### src/rtl/mult8_if.sv
// Operand/control bundle and register taps of the shift-add multiplier datapath.
// Optional step counter ports exist only when MULT8_STEP_CNT_EN is defined.
interface mult8_if;
    logic [7:0] S;
    logic       Ld_B;
    logic       Clear_A;
    logic       Ld_A;
    logic       Shift_En;
    logic       select_op;
    logic       M;
    logic [7:0] Aval;
    logic [7:0] Bval;
    logic       X;
`ifdef MULT8_STEP_CNT_EN
    logic [3:0] Step_Cnt;
    logic       Done;

    modport master (
        output S, Ld_B, Clear_A, Ld_A, Shift_En, select_op,
        input  M, Aval, Bval, X, Step_Cnt, Done
    );

    modport slave (
        input  S, Ld_B, Clear_A, Ld_A, Shift_En, select_op,
        output M, Aval, Bval, X, Step_Cnt, Done
    );
`else
    modport master (
        output S, Ld_B, Clear_A, Ld_A, Shift_En, select_op,
        input  M, Aval, Bval, X
    );

    modport slave (
        input  S, Ld_B, Clear_A, Ld_A, Shift_En, select_op,
        output M, Aval, Bval, X
    );
`endif
endinterface

### src/rtl/mult8_datapath.sv
// X:A:B register datapath of an 8x8 signed shift-add multiplier (sequencing is external).
// Define MULT8_STEP_CNT_EN to add the Step_Cnt/Done shift counter.
module mult8_datapath (
    input  logic     Clk,
    input  logic     Reset,
    mult8_if.slave   bus
);

    localparam int unsigned DATA_W  = 8;
    localparam int unsigned SUM_W   = DATA_W + 1;

    logic              x_q, x_d;
    logic [DATA_W-1:0] a_q, a_d;
    logic [DATA_W-1:0] b_q, b_d;
    logic [SUM_W-1:0]  sum;

    // Sign-extended add/subtract of S into A; carry out of bit 8 is dropped.
    always_comb begin
        sum = {a_q[DATA_W-1], a_q}
            + ({bus.S[DATA_W-1], bus.S} ^ {SUM_W{bus.select_op}})
            + SUM_W'(bus.select_op);
    end

    // Next-state selection; B shift always uses the pre-update A[0].
    always_comb begin
        x_d = x_q;
        a_d = a_q;
        b_d = b_q;

        if (bus.Clear_A) begin
            x_d = 1'b0;
            a_d = '0;
        end else if (bus.Ld_A) begin
            if (b_q[0]) begin
                x_d = sum[SUM_W-1];
                a_d = sum[DATA_W-1:0];
            end
        end else if (bus.Shift_En) begin
            a_d = {x_q, a_q[DATA_W-1:1]};
        end

        if (bus.Ld_B) begin
            b_d = bus.S;
        end else if (bus.Shift_En) begin
            b_d = {a_q[0], b_q[DATA_W-1:1]};
        end
    end

    always_ff @(posedge Clk) begin
        if (!Reset) begin
            x_q <= 1'b0;
            a_q <= '0;
            b_q <= '0;
        end else begin
            x_q <= x_d;
            a_q <= a_d;
            b_q <= b_d;
        end
    end

    assign bus.M    = b_q[0];
    assign bus.X    = x_q;
    assign bus.Aval = a_q;
    assign bus.Bval = b_q;

`ifdef MULT8_STEP_CNT_EN
    localparam int unsigned CNT_W   = 4;
    localparam int unsigned N_STEPS = 8;

    logic [CNT_W-1:0] cnt_q, cnt_d;
    logic             done_q;

    // Counts shifts since the last clear, holding at N_STEPS.
    always_comb begin
        cnt_d = cnt_q;
        if (bus.Clear_A) begin
            cnt_d = '0;
        end else if (bus.Shift_En && (cnt_q != CNT_W'(N_STEPS))) begin
            cnt_d = cnt_q + CNT_W'(1);
        end
    end

    always_ff @(posedge Clk) begin
        if (!Reset) begin
            cnt_q  <= '0;
            done_q <= 1'b0;
        end else begin
            cnt_q  <= cnt_d;
            done_q <= (cnt_d == CNT_W'(N_STEPS));
        end
    end

    assign bus.Step_Cnt = cnt_q;
    assign bus.Done     = done_q;
`endif

endmodule

### src/flat_wrapper.sv
// flat-port wrapper written by rule: the top's interface ports become plain ports
module mult8_datapath_flat 
  (Clk, Reset, bus_S, bus_Ld_B, bus_Clear_A, bus_Ld_A, bus_Shift_En, bus_select_op, bus_M, bus_Aval, bus_Bval, bus_X);
  mult8_if bus_i ();
  input  logic Clk;
  input  logic Reset;
  input wire logic [$bits(bus_i.S)-1:0] bus_S;
  input wire logic [$bits(bus_i.Ld_B)-1:0] bus_Ld_B;
  input wire logic [$bits(bus_i.Clear_A)-1:0] bus_Clear_A;
  input wire logic [$bits(bus_i.Ld_A)-1:0] bus_Ld_A;
  input wire logic [$bits(bus_i.Shift_En)-1:0] bus_Shift_En;
  input wire logic [$bits(bus_i.select_op)-1:0] bus_select_op;
  output wire logic [$bits(bus_i.M)-1:0] bus_M;
  output wire logic [$bits(bus_i.Aval)-1:0] bus_Aval;
  output wire logic [$bits(bus_i.Bval)-1:0] bus_Bval;
  output wire logic [$bits(bus_i.X)-1:0] bus_X;
  assign bus_i.S = bus_S;
  assign bus_i.Ld_B = bus_Ld_B;
  assign bus_i.Clear_A = bus_Clear_A;
  assign bus_i.Ld_A = bus_Ld_A;
  assign bus_i.Shift_En = bus_Shift_En;
  assign bus_i.select_op = bus_select_op;
  assign bus_M = bus_i.M;
  assign bus_Aval = bus_i.Aval;
  assign bus_Bval = bus_i.Bval;
  assign bus_X = bus_i.X;
  mult8_datapath u_core (.Clk(Clk), .Reset(Reset), .bus(bus_i));
endmodule
### config.mk
export PLATFORM = sky130hd
export DESIGN_NAME = mult8_datapath_flat
export DESIGN_NICKNAME = d
export VERILOG_FILES = /design/src/rtl/mult8_if.sv /design/src/rtl/mult8_datapath.sv /design/src/flat_wrapper.sv
export SDC_FILE = /design/constraint.sdc
export NUM_CORES = 1
export LEC_CHECK = 0
export ABC_AREA = 1
export BUFFER_PORTS_ARGS = -buffer_cell sky130_fd_sc_hd__buf_4
export CAP_MARGIN = 10
export CORE_AREA = 2 2 56 58
export DETAILED_ROUTE_END_ITERATION = 12
export DIE_AREA = 0 0 58 60
export GPL_TIMING_DRIVEN = 0
export PLACE_DENSITY = 0.66
export SETUP_SLACK_MARGIN = 0.2
export SLEW_MARGIN = 20
export SYNTH_ARGS = -nofsm -noshare
export SYNTH_HDL_FRONTEND = slang
export SYNTH_SLANG_ARGS = --single-unit
export TNS_END_PERCENT = 30
### constraint.sdc
create_clock -name Clk -period 1.8 [get_ports Clk]
set_input_delay 0.09 -clock Clk [delete_from_list [all_inputs] [get_ports Clk]]
set_output_delay 0.09 -clock Clk [all_outputs]
set_load 0.1 [all_outputs]
**Yosys cells after proc, flatten, opt, wreduce, memory -nomap -nowiden**

Cells that the tools add are included.
Widths: inputs -> output; s select.

- Register bits after elaboration: 17
- Word-level logic and storage cells: 18

- Add/sub/neg operators: 2
- Eq/ne operators: 1
- Mux-type cells: 5
- Bitwise gates (word level): 2
- Reductions and logical operators: 5

Operators by type and width:

| cell | number |
|---|---|
| $mux 8 | 5 |
| $add 9x1->9 | 1 |
| $add 9x9->9 | 1 |
| $xor 9x9->9 | 1 |
| $reduce_and 2->1 | 2 |
| $reduce_bool 2->1 | 2 |
| $ne 2x1->1 const B | 1 |
| $reduce_or 2->1 | 1 |
| $not 1->1 | 1 |

**Depth between registers and ports, before layout**

- Word-level depth: 5
- Depth in mapped cells: 14
- Gate-level depth less buffers: 13

**Least setup slack after synthesis**

No wires, ideal clock.

- Kind: register to register
- Start: register u_core.a_q[1] (netlist: u_core.bus.Aval[1])
- End: register u_core.a_q[6] (netlist: u_core.bus.Aval[6])
- Arrival time: 2237 ps
- Slack: -507 ps
- Stages on the path, launching flop included: 10
- Buffers on the path: 0
- Clock period less this slack: 2307 ps
- Path through: dfxtp_1 inv_1 fa_1 o21ai_2 nand2_1 nand2_1 nand2_1 nand3_1 nand2_1 a21oi_1

- Word-level cells in the longest chain between the ends: 4

Ends and longest elaborated chain:

| item | RTL line | RTL |
|---|---|---|
| start: declaration | mult8_datapath.sv:13 | `logic [DATA_W-1:0] a_q, a_d;` |
| start signal: assignment | mult8_datapath.sv:52 | `a_q <= '0;` |
| start signal: assignment | mult8_datapath.sv:56 | `a_q <= a_d;` |
| $add 9x9->9 | mult8_datapath.sv:20 | `+ ({bus.S[DATA_W-1], bus.S} ^ {SUM_W{bus.select_op}})` |
| $add 9x1->9 | mult8_datapath.sv:21 | `+ SUM_W'(bus.select_op);` |
| $mux 8 | mult8_datapath.sv:34 | `if (b_q[0]) begin` |
| $mux 8 | mult8_datapath.sv:33 | `end else if (bus.Ld_A) begin` |

No other way between the ends. The select of a mux whose other input is x is not followed.
A chain may end at the register's enable or synchronous reset.

**Worst setup path in the final report**

- Start: register u_core.a_q[0] (netlist: u_core.bus.Aval[0])
- End: register u_core.x_q (netlist: u_core.bus.X)

- Word-level cells in the longest chain between the ends: 2

Ends and longest elaborated chain:

| item | RTL line | RTL |
|---|---|---|
| $add 9x9->9 | mult8_datapath.sv:20 |  |
| $add 9x1->9 | mult8_datapath.sv:21 |  |
| end signal: assignment | mult8_datapath.sv:51 | `x_q <= 1'b0;` |
| end signal: assignment | mult8_datapath.sv:55 | `x_q <= x_d;` |
| end: declaration | mult8_datapath.sv:12 | `logic x_q, x_d;` |

No other way between the ends.

==> Implementation_results.wiki <==
{| class="wikitable"
! Metric !! Value
|-
| Number of max-slew violations in the final report || 0
|-
| Setup total negative slack || 0 ps
|-
| Warning count from the yosys run || 0
|-
| CTS tree || built
|-
| Post-layout util || 52.8%
|-
| Total number of placement rows || 20
|-
| Proportion of synthesized flip-flops having asynchronous set or reset || 0%
|-
| Slew at the pin closest to its max-slew limit || 336 ps
|-
| Worst rel slew slack || 77.4%
|-
| Core footprint || 2900 sq um
|-
| Post-CTS Setup Inserts || 0
|-
| Global route total overflow || 0
|-
| Endpoint required time on the critical path || 2030 ps
|-
| Number of vias per cell || 5.19
|-
| Vias in the first global route || 1113
|-
| Share of layout cells above drive strength 1 || 29.9%
|-
| Hold violation count in the final report || 0
|-
| Count of unique library cells instantiated by Yosys || 28
|-
| Number of antenna repair diodes || 0
|-
| Total nets after synthesis || 196
|-
| Initial core utilization || 42.0%
|-
| Post-synthesis sequential element count || 17
|-
| DRT antenna net count || 0
|-
| Number of buffers added by the clock tree synthesis step || 3
|-
| Wire length of the first global-routing pass || 4830 um
|-
| Synthesis-to-finish area growth || 25.8%
|-
| Weighted congestion reported at the end of routability-driven placement || 0.887
|-
| Post-CTS Resized || 1
|-
| Die outline area || 3480 sq um
|-
| Number of antenna violations at the first check in global routing || 0
|-
| Portion of the clock cycle consumed by the worst path in the final layout || 87.8%
|-
| Final routed wirelength across all metal layers || 3010 um
|-
| Data arrival time of the critical path || 1810 ps
|-
| Cell count after synthesis || 172
|-
| Most common cell in the synthesized netlist || sky130_fd_sc_hd__nand2_1
|-
| Peak fanout along the critical path || 4
|-
| Worst Setup Slack, final || 220 ps
|-
| Floorplan die width || 58 um
|-
| Number of DRC markers in iteration 0 || 32
|-
| DRT Pass-1 Iters || 4
|-
| Detailed-placement wirelength estimate || 2390 um
|-
| Number of flops mapped to enable cells by yosys || 0
|-
| Post-route cell area || 1530 sq um
|-
| Peak VDD IR || 0.515 mV
|-
| Period minus WS final || 1580 ps
|-
| Insertion delay to the later sink of the worst-skew pair || 290 ps
|-
| Most frequent cells after synthesis || sky130_fd_sc_hd__nand2_1 (31), sky130_fd_sc_hd__a21oi_1 (21), sky130_fd_sc_hd__nor2_1 (21)
|-
| Standard cell area after detailed placement || 1500 sq um
|-
| Outcome || finished clean
|-
| Global-route total usage across every layer || 17.9%
|-
| Routed len/inst || 12.7 um
|-
| Total of endpoints with negative setup slack in the final report || 0
|-
| Number of nets in the layout || 229
|-
| Pin count of the biggest net entering global routing || 11
|-
| Post-synth top area share || 27.9%
|-
| Chip height || 60 um
|-
| Worst min-delay path class || primary input to flop
|-
| Fillers || 287
|-
| Setup repair after global routing missed its margin || yes
|-
| Mean Syn Cell Area || 7.09 sq um
|-
| Via count of the routed design || 1229
|-
| Clk_skew || 0.733 ps
|-
| Leading post-synthesis cells by cell area || sky130_fd_sc_hd__dfxtp_1 (28%), sky130_fd_sc_hd__nand2_1 (9.5%), sky130_fd_sc_hd__a21oi_1 (8.6%)
|-
| Buffers on Ports || 28
|-
| Power density of the placed cells || 692 nW/um^2
|-
| Total clock sinks || 17
|-
| # DRC || 0
|-
| Reported leakage power || 0.742 nW
|-
| Clock root buffer || sky130_fd_sc_hd__clkbuf_4
|-
| Clock-pin transition on the worst setup and hold timing paths || 110 ps
|-
| Upper clock frequency limit || 0.633 GHz
|-
| Worst setup slack before clock tree synthesis || 160 ps
|-
| Maximum count of clock buffers along a single path || 2
|-
| Crit. End Element || flop
|-
| Critical path type || flop to flop
|-
| Count of pins on the block boundary || 33
|-
| Sequential cell area fraction in the yosys report || 27.9%
|-
| Post-synth top area cell || sky130_fd_sc_hd__dfxtp_1
|-
| Power consumption || 1.06 mW
|-
| Maximum capacitance violations || 0
|-
| Main synth FF type || sky130_fd_sc_hd__dfxtp_1
|-
| CTS Hold Buffers Added || 0
|-
| Area of the mapped netlist || 1220 sq um
|-
| Crit path launch type || flop
|-
| Maximum level of the CTS H-tree || 1
|}
## power breakdown
| part | internal, mW | switching [mW] |
|---|---|---|
| Clock | 0.0860 | 0.130 |
| Combinational | 0.129 | 0.307 |
| Sequential | 0.391 | 0.0190 |
## flip-flops by register name, summed over array words and instances (netlist names)
register and cells:
u_core.bus.Aval 8, u_core.bus.Bval 8, u_core.bus.X 1
## final timing paths
path                              to  depth (start not counted)          startpoint  slack, ps
setup / recovery        u_core.bus.X                         11  u_core.bus.Aval[0]        220
hold / removal    u_core.bus.Aval[0]                          4         bus_Clear_A         90
setup reg to reg        u_core.bus.X                         11  u_core.bus.Aval[0]        220
hold reg to reg   u_core.bus.Aval[6]                          2  u_core.bus.Aval[6]        490
## critical path: stages, from the launching register on
cell and delay [ps]:
sky130_fd_sc_hd__dfxtp_4 380, sky130_fd_sc_hd__nand2_2 50, sky130_fd_sc_hd__nand2_2 80, sky130_fd_sc_hd__inv_1 50
sky130_fd_sc_hd__fa_2 370, sky130_fd_sc_hd__o21ai_4 170, sky130_fd_sc_hd__nand2_1 90, sky130_fd_sc_hd__nand2_1 70
sky130_fd_sc_hd__nand2_1 40, sky130_fd_sc_hd__nand2_1 50, sky130_fd_sc_hd__nand2_1 50, sky130_fd_sc_hd__a21oi_1 120
## logic make-up (layout without fill, tap and decap cells)
logic type | Yosys count | in the layout | share of synthesized area (%)
AOI/OAI and AO/OA | 45 | 45 | 23.4
xor gates and xnor gates | 9 | 9 | 6.47
adders and majority gates | 9 | 9 | 9.86
buffers and inverters | 27 | 59 | 10.4
DFF | 17 | 17 | 27.9
and+or+nand+nor | 65 | 65 | 22.0
## area by class of cell
| class | count | area [sq um] | area share, % |
|---|---|---|---|
| tap | 33 | 41.3 | 2.69 |
| sequential | 17 | 367 | 23.9 |
| multi-input combinational | 128 | 762 | 49.7 |
| clock buffer | 4 | 26.3 | 1.71 |
| buffer | 7 | 50.0 | 3.27 |
| timing repair buffer | 28 | 210 | 13.7 |
| inverter | 20 | 76.3 | 4.98 |
## metal layers
layer  wire length [um]  vias to the layer above  GRT usage (%)  share of wire [%]
li1                   -                      640              -                  -
met1               1380                      551           23.4                 46
met2               1460                       36           30.5                 48
met3                152                        2           2.60                5.1
met4                 19                        0           5.65               0.63
met5                  0                        -              0                  0
## through the flow
| stage | std cells | hold slack [ps] |
|---|---|---|
| floorplan | 172 | 272 |
| global placement | 233 | 373 |
| detailed placement | 233 | 394 |
| CTS | 237 | 78.3 |
| global route | 237 | 113 |
| finish | 237 | 87.4 |
## cell usage in the layout (no fill, tap or decap)
master,instances
sky130_fd_sc_hd__a21oi_1,21
sky130_fd_sc_hd__a31oi_1,1
sky130_fd_sc_hd__nand2_1,31
sky130_fd_sc_hd__inv_2,2
sky130_fd_sc_hd__clkinv_1,1
sky130_fd_sc_hd__nand3_1,7
sky130_fd_sc_hd__inv_1,16
sky130_fd_sc_hd__o21ai_0,7
sky130_fd_sc_hd__clkinv_2,1
sky130_fd_sc_hd__clkbuf_1,1
sky130_fd_sc_hd__or2_2,1
sky130_fd_sc_hd__xnor2_1,2
sky130_fd_sc_hd__buf_6,2
sky130_fd_sc_hd__dfxtp_4,6
sky130_fd_sc_hd__a21o_1,1
sky130_fd_sc_hd__o21ai_1,1
sky130_fd_sc_hd__o22ai_1,1
sky130_fd_sc_hd__dfxtp_1,8
sky130_fd_sc_hd__nor2_1,21
sky130_fd_sc_hd__ha_1,8
sky130_fd_sc_hd__o21a_1,1
sky130_fd_sc_hd__a21oi_2,1
sky130_fd_sc_hd__a211oi_2,2
sky130_fd_sc_hd__o221ai_1,8
sky130_fd_sc_hd__dfxtp_2,3
sky130_fd_sc_hd__buf_4,29
sky130_fd_sc_hd__xor2_1,7
sky130_fd_sc_hd__o21ai_4,1
sky130_fd_sc_hd__fa_2,1
sky130_fd_sc_hd__clkbuf_4,3
sky130_fd_sc_hd__buf_2,4
sky130_fd_sc_hd__nand2_2,5
Note: power is estimated with default switching activity, not from simulation.
